==> config.mk <==
export PLATFORM = sky130hd
export DESIGN_NAME = i2c_master_byte_ctrl_flat
export DESIGN_NICKNAME = d
export VERILOG_FILES = /design/src/rtl/i2c_pkg.sv /design/src/rtl/i2c_master_byte_ctrl_if.sv /design/src/rtl/i2c_phase_decode.sv /design/src/rtl/i2c_master_byte_ctrl.sv /design/src/flat_wrapper.sv
export SDC_FILE = /design/constraint.sdc
export NUM_CORES = 1
export LEC_CHECK = 0
export ABC_CLOCK_PERIOD_IN_PS = 9400
export CORE_MARGIN = 2
export CORE_UTILIZATION = 40
export CTS_CLUSTER_DIAMETER = 50
export CTS_CLUSTER_SIZE = 16
export DETAILED_ROUTE_END_ITERATION = 8
export HOLD_SLACK_MARGIN = 0.02
export SYNTH_ARGS = -nofsm -noshare
export SYNTH_HDL_FRONTEND = slang
export SYNTH_SLANG_ARGS = --single-unit
export TNS_END_PERCENT = 1
==> constraint.sdc <==
create_clock -name i2c_core_clock_i -period 9.4 [get_ports i2c_core_clock_i]
set_clock_uncertainty 0.2 [all_clocks]
set_input_delay 1.88 -clock i2c_core_clock_i [delete_from_list [all_inputs] [get_ports i2c_core_clock_i]]
set_output_delay 1.88 -clock i2c_core_clock_i [all_outputs]
set_load 0.1 [all_outputs]
==> src/rtl/i2c_pkg.sv <==
// I2C byte controller shared definitions.
// Command codes and sequencer states.
package i2c_pkg;
  localparam int DATA_W = 8;
  localparam int CMD_W  = 3;

  localparam logic [2:0] CMD_NOP   = 3'd0;
  localparam logic [2:0] CMD_START = 3'd1;
  localparam logic [2:0] CMD_WRITE = 3'd2;
  localparam logic [2:0] CMD_READ  = 3'd3;
  localparam logic [2:0] CMD_STOP  = 3'd4;

  typedef enum logic [3:0] {
    ST_IDLE,
    ST_START_A,
    ST_START_B,
    ST_BIT_TX,
    ST_BIT_RX,
    ST_ACK_TX,
    ST_ACK_RX,
    ST_STOP_A,
    ST_STOP_B,
    ST_HOLD
  } state_t;
endpackage

==> src/rtl/i2c_master_byte_ctrl_if.sv <==
// Command, clock-generator and bus signals
// of the I2C byte controller.
interface i2c_master_byte_ctrl_if #(
  parameter int CMD_W = 3
);
  logic [7:0]       prescaler_i;
  logic             scl_i;
  logic [7:0]       counter_detect_edge_i;
  logic [CMD_W-1:0] cmd_i;
  logic             cmd_valid_i;
  logic             cmd_ready_o;
  logic [7:0]       data_i;
  logic             ack_i;
  logic             sda_i;
  logic             sda_oe_o;
  logic             scl_oe_o;
  logic [7:0]       data_o;
  logic             ack_o;
  logic             done_o;
  logic             err_o;
  logic             arb_lost_o;
  logic             busy_o;

  modport master (
    input  prescaler_i, scl_i,
    input  counter_detect_edge_i,
    input  cmd_i, cmd_valid_i,
    input  data_i, ack_i, sda_i,
    output cmd_ready_o,
    output sda_oe_o, scl_oe_o,
    output data_o, ack_o, done_o,
    output err_o, arb_lost_o, busy_o
  );

  modport slave (
    output prescaler_i, scl_i,
    output counter_detect_edge_i,
    output cmd_i, cmd_valid_i,
    output data_i, ack_i, sda_i,
    input  cmd_ready_o,
    input  sda_oe_o, scl_oe_o,
    input  data_o, ack_o, done_o,
    input  err_o, arb_lost_o, busy_o
  );
endinterface

==> src/rtl/i2c_phase_decode.sv <==
// SCL phase strobes derived from the clock
// generator down-counter and prescaler.
module i2c_phase_decode (
  input  logic       scl,
  input  logic [7:0] cnt,
  input  logic [7:0] presc,
  output logic       mid_high,
  output logic       mid_low,
  output logic       fall
);
  logic [8:0] hi_pt;

  assign hi_pt = {1'b0, presc}
               + {2'b00, presc[7:1]};

  assign mid_high = scl
                  & ({1'b0, cnt} == hi_pt);
  assign mid_low  = ~scl
                  & (cnt == {1'b0, presc[7:1]});
  assign fall     = scl & (cnt == presc);
endmodule

==> src/rtl/i2c_master_byte_ctrl.sv <==
// Byte-level I2C master sequencer: START,
// WRITE, READ and STOP over open-drain enables.
module i2c_master_byte_ctrl #(
  parameter int CMD_W  = 3,
  parameter int DATA_W = 8
) (
  input logic i2c_core_clock_i,
  input logic reset_bit_i,
  i2c_master_byte_ctrl_if.master bus
);
  import i2c_pkg::*;

  state_t           state;
  logic             bus_owned, pend, half;
  logic             hold_low, ack_l;
  logic [2:0]       idx;
  logic [DATA_W-1:0] tx, rx, rdata;
  logic             sda_oe, scl_oe, ack_q;
  logic             done, err, arb, busy;
  logic             mid_high, mid_low, fall;
  logic             ready, take, in_hold;
  logic             is_nop, is_start, is_bad;
  logic             g_wr, g_rd, g_stop;
  logic [CMD_W-1:0] cmd;

  i2c_phase_decode u_phase (
    .scl      (bus.scl_i),
    .cnt      (bus.counter_detect_edge_i),
    .presc    (bus.prescaler_i),
    .mid_high (mid_high),
    .mid_low  (mid_low),
    .fall     (fall)
  );

  assign cmd      = bus.cmd_i;
  assign in_hold  = (state == ST_HOLD);
  assign ready    = (in_hold | (state == ST_IDLE))
                  & ~done;
  assign take     = bus.cmd_valid_i & ready;
  assign is_nop   = (cmd == CMD_W'(CMD_NOP));
  assign is_start = (cmd == CMD_W'(CMD_START));
  assign g_wr     = in_hold
                  & (cmd == CMD_W'(CMD_WRITE));
  assign g_rd     = in_hold
                  & (cmd == CMD_W'(CMD_READ));
  assign g_stop   = in_hold
                  & (cmd == CMD_W'(CMD_STOP));
  assign is_bad   = ~(is_nop | is_start | g_wr
                    | g_rd | g_stop);

  assign bus.cmd_ready_o = ready;
  assign bus.sda_oe_o    = sda_oe;
  assign bus.scl_oe_o    = scl_oe;
  assign bus.data_o      = rdata;
  assign bus.ack_o       = ack_q;
  assign bus.done_o      = done;
  assign bus.err_o       = err;
  assign bus.arb_lost_o  = arb;
  assign bus.busy_o      = busy;

  always_ff @(posedge i2c_core_clock_i) begin
    if (reset_bit_i) begin
      state     <= ST_IDLE;
      bus_owned <= 1'b0;
      pend      <= 1'b0;
      half      <= 1'b0;
      hold_low  <= 1'b0;
      ack_l     <= 1'b0;
      idx       <= 3'd0;
      tx        <= '0;
      rx        <= '0;
      rdata     <= '0;
      sda_oe    <= 1'b0;
      scl_oe    <= 1'b0;
      ack_q     <= 1'b1;
      done      <= 1'b0;
      err       <= 1'b0;
      arb       <= 1'b0;
      busy      <= 1'b0;
    end else begin
      done   <= 1'b0;
      err    <= 1'b0;
      arb    <= 1'b0;
      scl_oe <= bus_owned
              & (~bus.scl_i | hold_low);
      if (done) busy <= 1'b0;
      if (take) begin
        hold_low <= 1'b0;
        half     <= 1'b0;
        pend     <= 1'b0;
        idx      <= 3'd7;
        unique case (1'b1)
          is_nop: ;
          is_start: begin
            busy  <= 1'b1;
            state <= in_hold ? ST_START_A
                             : ST_START_B;
          end
          g_wr: begin
            busy  <= 1'b1;
            tx    <= bus.data_i;
            state <= ST_BIT_TX;
          end
          g_rd: begin
            busy  <= 1'b1;
            ack_l <= bus.ack_i;
            state <= ST_BIT_RX;
          end
          g_stop: begin
            busy  <= 1'b1;
            state <= ST_STOP_A;
          end
          is_bad: begin
            busy <= 1'b1;
            done <= 1'b1;
            err  <= 1'b1;
          end
        endcase
      end else begin
        unique case (state)
          ST_START_A:
            if (mid_low) begin
              sda_oe <= 1'b0;
              state  <= ST_START_B;
            end
          ST_START_B:
            if (pend) begin
              pend  <= 1'b0;
              done  <= 1'b1;
              state <= ST_HOLD;
            end else if (mid_high) begin
              sda_oe    <= 1'b1;
              bus_owned <= 1'b1;
              pend      <= 1'b1;
            end
          ST_BIT_TX:
            if (mid_low) begin
              sda_oe <= ~tx[idx];
              half   <= 1'b1;
            end else if (mid_high && half) begin
              half <= 1'b0;
              // a released SDA seen low means another master won
              if (!sda_oe && !bus.sda_i) begin
                sda_oe    <= 1'b0;
                bus_owned <= 1'b0;
                state     <= ST_IDLE;
                done      <= 1'b1;
                arb       <= 1'b1;
              end else if (idx == 3'd0) begin
                state <= ST_ACK_RX;
              end else begin
                idx <= idx - 3'd1;
              end
            end
          ST_ACK_RX:
            if (pend) begin
              pend  <= 1'b0;
              done  <= 1'b1;
              state <= ST_HOLD;
            end else if (mid_low) begin
              sda_oe <= 1'b0;
              half   <= 1'b1;
            end else if (mid_high && half) begin
              half  <= 1'b0;
              ack_q <= bus.sda_i;
              pend  <= 1'b1;
            end
          ST_BIT_RX:
            if (mid_low) begin
              sda_oe <= 1'b0;
              half   <= 1'b1;
            end else if (mid_high && half) begin
              half <= 1'b0;
              rx   <= {rx[DATA_W-2:0], bus.sda_i};
              if (idx == 3'd0) state <= ST_ACK_TX;
              else idx <= idx - 3'd1;
            end
          ST_ACK_TX:
            if (pend) begin
              pend  <= 1'b0;
              done  <= 1'b1;
              rdata <= rx;
              state <= ST_HOLD;
            end else if (mid_low) begin
              sda_oe <= ~ack_l;
              half   <= 1'b1;
            end else if (mid_high && half) begin
              half <= 1'b0;
              pend <= 1'b1;
            end
          ST_STOP_A:
            if (mid_low) begin
              sda_oe <= 1'b1;
              state  <= ST_STOP_B;
            end
          ST_STOP_B:
            if (pend) begin
              pend  <= 1'b0;
              done  <= 1'b1;
              state <= ST_IDLE;
            end else if (mid_high) begin
              sda_oe    <= 1'b0;
              bus_owned <= 1'b0;
              pend      <= 1'b1;
            end
          ST_HOLD:
            if (fall) hold_low <= 1'b1;
          default: ;
        endcase
      end
    end
  end
endmodule

==> src/flat_wrapper.sv <==
// flat-port wrapper written by rule: the top's interface ports become plain ports
module i2c_master_byte_ctrl_flat import i2c_pkg::*;
#(
  parameter int CMD_W  = 3,
  parameter int DATA_W = 8
)
  (i2c_core_clock_i, reset_bit_i, bus_prescaler_i, bus_scl_i, bus_counter_detect_edge_i, bus_cmd_i, bus_cmd_valid_i, bus_data_i, bus_ack_i, bus_sda_i, bus_cmd_ready_o, bus_sda_oe_o, bus_scl_oe_o, bus_data_o, bus_ack_o, bus_done_o, bus_err_o, bus_arb_lost_o, bus_busy_o);
  i2c_master_byte_ctrl_if #(.CMD_W(CMD_W)) bus_i ();
  input logic i2c_core_clock_i;
  input logic reset_bit_i;
  input wire logic [$bits(bus_i.prescaler_i)-1:0] bus_prescaler_i;
  input wire logic [$bits(bus_i.scl_i)-1:0] bus_scl_i;
  input wire logic [$bits(bus_i.counter_detect_edge_i)-1:0] bus_counter_detect_edge_i;
  input wire logic [$bits(bus_i.cmd_i)-1:0] bus_cmd_i;
  input wire logic [$bits(bus_i.cmd_valid_i)-1:0] bus_cmd_valid_i;
  input wire logic [$bits(bus_i.data_i)-1:0] bus_data_i;
  input wire logic [$bits(bus_i.ack_i)-1:0] bus_ack_i;
  input wire logic [$bits(bus_i.sda_i)-1:0] bus_sda_i;
  output wire logic [$bits(bus_i.cmd_ready_o)-1:0] bus_cmd_ready_o;
  output wire logic [$bits(bus_i.sda_oe_o)-1:0] bus_sda_oe_o;
  output wire logic [$bits(bus_i.scl_oe_o)-1:0] bus_scl_oe_o;
  output wire logic [$bits(bus_i.data_o)-1:0] bus_data_o;
  output wire logic [$bits(bus_i.ack_o)-1:0] bus_ack_o;
  output wire logic [$bits(bus_i.done_o)-1:0] bus_done_o;
  output wire logic [$bits(bus_i.err_o)-1:0] bus_err_o;
  output wire logic [$bits(bus_i.arb_lost_o)-1:0] bus_arb_lost_o;
  output wire logic [$bits(bus_i.busy_o)-1:0] bus_busy_o;
  assign bus_i.prescaler_i = bus_prescaler_i;
  assign bus_i.scl_i = bus_scl_i;
  assign bus_i.counter_detect_edge_i = bus_counter_detect_edge_i;
  assign bus_i.cmd_i = bus_cmd_i;
  assign bus_i.cmd_valid_i = bus_cmd_valid_i;
  assign bus_i.data_i = bus_data_i;
  assign bus_i.ack_i = bus_ack_i;
  assign bus_i.sda_i = bus_sda_i;
  assign bus_cmd_ready_o = bus_i.cmd_ready_o;
  assign bus_sda_oe_o = bus_i.sda_oe_o;
  assign bus_scl_oe_o = bus_i.scl_oe_o;
  assign bus_data_o = bus_i.data_o;
  assign bus_ack_o = bus_i.ack_o;
  assign bus_done_o = bus_i.done_o;
  assign bus_err_o = bus_i.err_o;
  assign bus_arb_lost_o = bus_i.arb_lost_o;
  assign bus_busy_o = bus_i.busy_o;
  i2c_master_byte_ctrl #(.CMD_W(CMD_W), .DATA_W(DATA_W)) u_core (.i2c_core_clock_i(i2c_core_clock_i), .reset_bit_i(reset_bit_i), .bus(bus_i));
endmodule
==> impl_metrics.toml, run 1 <==
[clock_tree]
cts.sinks = 43
post_cts_resized = 0
hold_buffers = 0
clock_latency_ns = 0.29
htreeDepth = 2
cts_setup_buffers = 0
path_clk_slew_ns = 0.09
numCtsBuffers = 5
cts_tree = "done"
cts_max_path_buffers = 2
cts-root-buf = "clkbuf_8"

[cells_and_area]
drive_gt1_frac = 0.06915
post-route-util = 0.5107
diodes = 0
register_area_um2 = 860.8
syn_to_final_growth_pct = 22.77
fin_nets = 420
multi_input_area_mm2 = 0.001889
final_common_cell = "clkdlybuf4s50_1"
mostFrequentLayoutCells = "48 x clkdlybuf4s50_1, 43 x dfxtp_1, 34 x a21oi_1"
fillCellCount = 694
finalNonFillerCells = 472

[timing]
drv_slew = 0
setup_tns_ns = 0
grt_setup_unrepaired = "false"
max_slew_margin = 0.2715
fmax_ghz = 0.1998
finalWorstPathRequiredPeriod_ns = 5.004
setup_viol = 0
finalHoldViolCount = 0
setup_slack_ns = 4.396
tightest_slew_ns = 1.090
fin_crit_sh = 0.5323

[setup_path]
worstPathMaxFanout = 9
path_cells = "clkdlybuf4s50_1, ha_1, fa_1, xnor2_1, nand4b_1, nor4_2, and4_1, nand4b_1, nand3_1, o21ai_1"
startpoint_type = "input pin"
cp_slowest_cell = "clkdlybuf4s50_1"
critPathKind = "in -> reg"
cp.required_ns = 9.37
end_kind = "flop"
cpPeakStageDelay_ns = 0.61
worst_path_most_repeated_cell = "nand4b_1"
cp.arrival_ns = 4.98

[place]
dp.cells = 464
portBuffers = 48
dp_slack_ns = 4.068
globalplace.congestion = 0.8488
dp_hpwl_um = 5084

[route]
route.detailed.drc = 0
ant_nets = 0
drtIter0Drc = 119
routed_via_density = 5.292
drt_wl_total_um = 6722
dr.pass1.iters = 4
vias = 2498
wl_per_cell_um = 14.24

[global_route]
overflow = 0
grt_pass1_vias = 2347
grt_pass1_wl_um = 11120
antenna_found_initial = 0
grtUsageTotal = 0.1794
grt_max_degree = 31

[pwr]
leakage_nw = 1.282
switchingPower_w = 0.0002779
clkPwrFrac = 0.217
p_comb_frac = 0.435
total_power_w = 0.0006667
swShare = 0.4168
internal_power_w = 0.0003888
p_per_area_mw_per_mm2 = 190.0
vdd_drop_max_v = 0.0002157
sequentialPowerShare = 0.348

[synthesis]
synthesis.area_mm2 = 0.002858
ys_seq_area_frac = 0.3012
synth-edff-count = 0
avgSynthCellArea_um2 = 8.505
synth_top_area_frac = 0.3012
yosys_warnings = 0
async_flop_share = 0
ys_ff_latch = 43
synth_cell_types = 64
synth_top_area_cell = "dfxtp_1"
netlist_instances = 336
ys.flop_type = "dfxtp_1"
synth_nets = 381
netlist_top_cells_area = "dfxtp_1 30%, mux2i_1 6.7%, a21oi_1 6.0%"

[floorplan]
dieWidth_um = 88.53
fp.dieArea_mm2 = 0.007837
num_io_pins = 49
coreArea_mm2 = 0.006869
rows = 30
die_h_um = 88.53
initial_core_util = 0.4160

[worst_hold_path]
hp-class = "reg -> reg"

[outcome]
status = "finished clean"

[run]
drv_cap = 0
flip-flops by register name, indices dropped and copies added, names as in the netlist, 3 cells and up:
| name | cells |
|---|---|
| u_core.tx | 8 |
| u_core.rx | 8 |
| u_core.bus.data_o | 8 |
| u_core.state | 4 |
| u_core.idx | 3 |
layout make-up:
class | instances | area share
multi-input cells | 266 | 0.5385
flip-flops and latches | 43 | 0.2454
repair buffers | 49 | 0.1391
well taps | 96 | 0.03424
clock buffers | 5 | 0.01961
clock inverters | 3 | 0.01248
inverters | 10 | 0.01070
layer usage:
layer / global-route usage / up-vias / wire length [µm]
li1: - / 1279 / -
met1: 0.2490 / 1147 / 3320
met2: 0.2891 / 68 / 3039
met3: 0.03918 / 4 / 313
met4: 0.03581 / 0 / 48
met5: 0 / - / 0
power groups by stage:
stage	combinational, W	clock, W	sequential, W
floorplan	0.000203	0	0.000250
global placement	0.000287	0	0.000235
detailed placement	0.000289	0	0.000235
CTS	0.000291	0.000150	0.000231
global route	0.000317	0.000158	0.000237
finish	0.000290	0.000144	0.000232
through the flow:
| stage | hold slack (ns) | area, µm² |
|---|---|---|
| final | 0.2553 | 3508 |
| after global routing | 0.2709 | 3508 |
| after CTS | 0.2591 | 3508 |
| after detailed placement | 0.2473 | 3396 |
| after global placement | 0.2459 | 3396 |
| after floorplan | 0.2313 | 2858 |
synth_stat cells, types with 2 or more instances:
master,count
dfxtp_1,43
or3_1,4
a21o_1,5
nor3b_1,2
nand3b_1,3
buf_2,4
clkbuf_1,11
a21oi_1,34
nand4b_1,2
nor4_1,3
a22oi_1,2
nand2_1,33
xnor2_1,16
a211oi_1,3
o21ai_0,8
and3_1,7
nor4_2,2
mux4_2,2
nor3_1,2
nand3_1,13
buf_4,2
inv_1,10
o31ai_1,2
mux2i_1,19
a311oi_1,3
nor2_1,31
nand2b_1,8
ha_1,11
nand3_4,2
nor2b_1,3
xor2_1,13
worst paths after layout:
path / start / end / slack [ns] / depth (start not counted)
hold / removal: u_core.bus.data_o[0] / u_core.bus.data_o[0] / 0.26 / 2
setup / recovery: bus_prescaler_i[1] / u_core.rx[7] / 4.40 / 10
setup reg to reg: u_core.state[3] / u_core.tx[4] / 6.26 / 7
hold reg to reg: u_core.bus.data_o[0] / u_core.bus.data_o[0] / 0.26 / 2
logic make-up after synthesis:
group,after synthesis,share of synthesized area
AND/OR/NAND/NOR,128,0.2465
multiplexers,23,0.09019
XOR/XNOR,29,0.08888
buffers and inverters,27,0.03984
AO/OA/AOI/OAI,74,0.1782
flip-flops,43,0.3012
adder cells (fa/ha/maj),12,0.05517
critical path, delay by kind of cell:
family                     cells  cell delay, ns
and+or+nand+nor                5            1.52
adders and majority gates      2            0.70
buffers and inverters          1            0.61
xor gates and xnor gates       1            0.19
AOI/OAI and AO/OA              1            0.08
Power figures use the tool's default switching activity.
==> inputs of run 2 (changes only) <==
- ABC_CLOCK_PERIOD_IN_PS: 9400 -> 4100
- PLACE_DENSITY: unset -> 0.66
- clock period: 9.4 -> 4.1 ns (I/O delays scaled with it)
==> run 2 against run 1 <==
  * Wire length shrank 3.3%
  * Global-route usage shrank 0.24 points
  * Sequential share of layout area shrank 0.35 points
  * First-iteration DRC count is 18% lower
  * Combinational power grew 130%
  * Flip-flop and latch count unchanged
  * Clock power rose to 2.7 times the previous value
  * Cell count is 0.85% higher
  * Register-to-register slack worse by 5.0 ns
  * Worst setup slack worse by 4.0 ns
  * Hold slack got worse by 0.00079 ns
  * Cell area rose by 1.5%
  * Largest cell class unchanged
==> impl_metrics.toml, run 2 (synthesis results as in run 1) <==
[clock_tree]
path_clk_slew_ns = 0.09
post_cts_resized = 0
clock_latency_ns = 0.30
hold_buffers = 0
cts_setup_buffers = 0
cts.sinks = 43
cts_max_path_buffers = 2
htreeDepth = 2
cts-root-buf = "clkbuf_8"
numCtsBuffers = 5
cts_tree = "done"

[setup_path]
path_cells = "clkdlybuf4s50_1, ha_1, fa_1, xnor2_1, nand4b_1, nor4_2, nand3_4, nor4_1, o221ai_1, mux2_1"
end_kind = "flop"
startpoint = "bus_prescaler_i[0]"
r2r_start = "u_core.state[1]"
rrSetupSlack_ns = 1.29
worstPathMaxFanout = 4
endpoint = "u_core.bus.sda_oe_o"
startpoint_type = "input pin"
cp.required_ns = 4.09
critPathKind = "in -> reg"
rr_worst_depth = 7
rr_endpoint = "u_core.state[0]"
cp.arrival_ns = 3.66
cp_slowest_cell = "clkdlybuf4s50_1"
cpPeakStageDelay_ns = 0.50

[floorplan]
coreArea_mm2 = 0.006869
initial_core_util = 0.4160
rows = 30
dieWidth_um = 88.53
die_h_um = 88.53
fp.dieArea_mm2 = 0.007837
num_io_pins = 49

[route]
route.detailed.drc = 0
drtIter0Drc = 97
wl_per_cell_um = 13.65
dr.pass1.iters = 4
drt_wl_total_um = 6497
routed_via_density = 5.258
vias = 2503
ant_nets = 0

[place]
dp_hpwl_um = 5047
portBuffers = 48
globalplace.congestion = 0.8184
dp_slack_ns = 0.1227

[pwr]
p_per_area_mw_per_mm2 = 446.4
vdd_drop_max_v = 0.0005070
leakage_nw = 1.309

[timing]
setup_tns_ns = 0
grt_setup_unrepaired = "false"
drv_slew = 0
max_slew_margin = 0.3463
finalWorstPathRequiredPeriod_ns = 3.668
setup_slack_ns = 0.4322
fmax_ghz = 0.2726
fin_crit_sh = 0.8946
finalHoldViolCount = 0
setup_viol = 0
tightest_slew_ns = 0.9775

[cells_and_area]
drive_gt1_frac = 0.08158
fin_nets = 424
syn_to_final_growth_pct = 24.56
fillCellCount = 645
mostFrequentLayoutCells = "47 x clkdlybuf4s50_1, 43 x dfxtp_1, 34 x a21oi_1"
final_common_cell = "clkdlybuf4s50_1"
diodes = 0

[global_route]
grt_pass1_wl_um = 11130
grtUsageTotal = 0.1770
overflow = 0
grt_max_degree = 21
antenna_found_initial = 0
grt_pass1_vias = 2369

[worst_hold_path]
hp-class = "reg -> reg"

[outcome]
status = "finished clean"

[run]
drv_cap = 0
-- run 2: cell types whose count changed in the layout (fill, tap and decap cells not counted), sizes merged --
| cell | delta |
|---|---|
| clkinvlp | +1 |
| clkdlybuf4s50 | -1 |
| clkinv | -2 |
| buf | +5 |
| bufinv | +1 |
-- run 2: final cells by class --
class / count / area, µm² / share of cell area
multi-input combinational: 266 / 1889 / 0.5308
clock inverter: 3 / 67.56 / 0.01898
inverter: 10 / 37.54 / 0.01054
timing repair buffer: 53 / 515.5 / 0.1448
tap: 96 / 120.1 / 0.03374
clock buffer: 5 / 68.82 / 0.01933
sequential: 43 / 860.8 / 0.2418
-- run 2: power by group --
| group | leakage [nW] | total (W) | switching, W | internal [W] |
|---|---|---|---|---|
| combinational | 0.897 | 0.000662 | 0.000408 | 0.000254 |
| sequential | 0.348 | 0.000534 | 0.0000812 | 0.000453 |
| clock | 0.0644 | 0.000392 | 0.000150 | 0.000243 |
| total | 1.31 | 0.00159 | 0.000639 | 0.000950 |
-- run 2: stage by stage --
step                area [µm²]  instances  hold slack [ns]  power [W]  utilization
floorplan                 2858        336           0.2313   0.001039            -
global placement          3423        468           0.2459   0.001194       0.4984
detailed placement        3423        468           0.2496   0.001203       0.4984
CTS                       3560        476           0.2606   0.001598       0.5182
global route              3560        476           0.2725   0.001678       0.5182
finish                    3560        476           0.2545   0.001589       0.5182
-- run 2: routing by layer --
| metal | wire length (µm) | track usage |
|---|---|---|
| met1 | 3168 | 0.2517 |
| met2 | 2981 | 0.2864 |
| met3 | 292 | 0.02892 |
| met4 | 55 | 0.03306 |
| met5 | 0 | 0 |
-- run 2: worst min path at each step --
stage | from | to | slack (ns) | depth (start not counted)
floorplan | u_core.hold_low | u_core.hold_low | 0.23 | 2
global placement | u_core.bus.data_o[4] | u_core.bus.data_o[4] | 0.25 | 2
detailed placement | u_core.bus.data_o[0] | u_core.bus.data_o[0] | 0.25 | 2
CTS | u_core.bus.data_o[0] | u_core.bus.data_o[0] | 0.26 | 2
global route | u_core.bus.data_o[1] | u_core.bus.data_o[1] | 0.27 | 2
finish | u_core.bus.data_o[0] | u_core.bus.data_o[0] | 0.25 | 2
-- run 2: worst max-delay path, delay by kind of cell --
kind	cells	cell delay [ns]
buffers and inverters	1	0.50
adder cells (fa/ha/maj)	2	0.66
XOR/XNOR	1	0.19
AND/OR/NAND/NOR	4	0.97
AO/OA/AOI/OAI	1	0.18
multiplexers	1	0.34
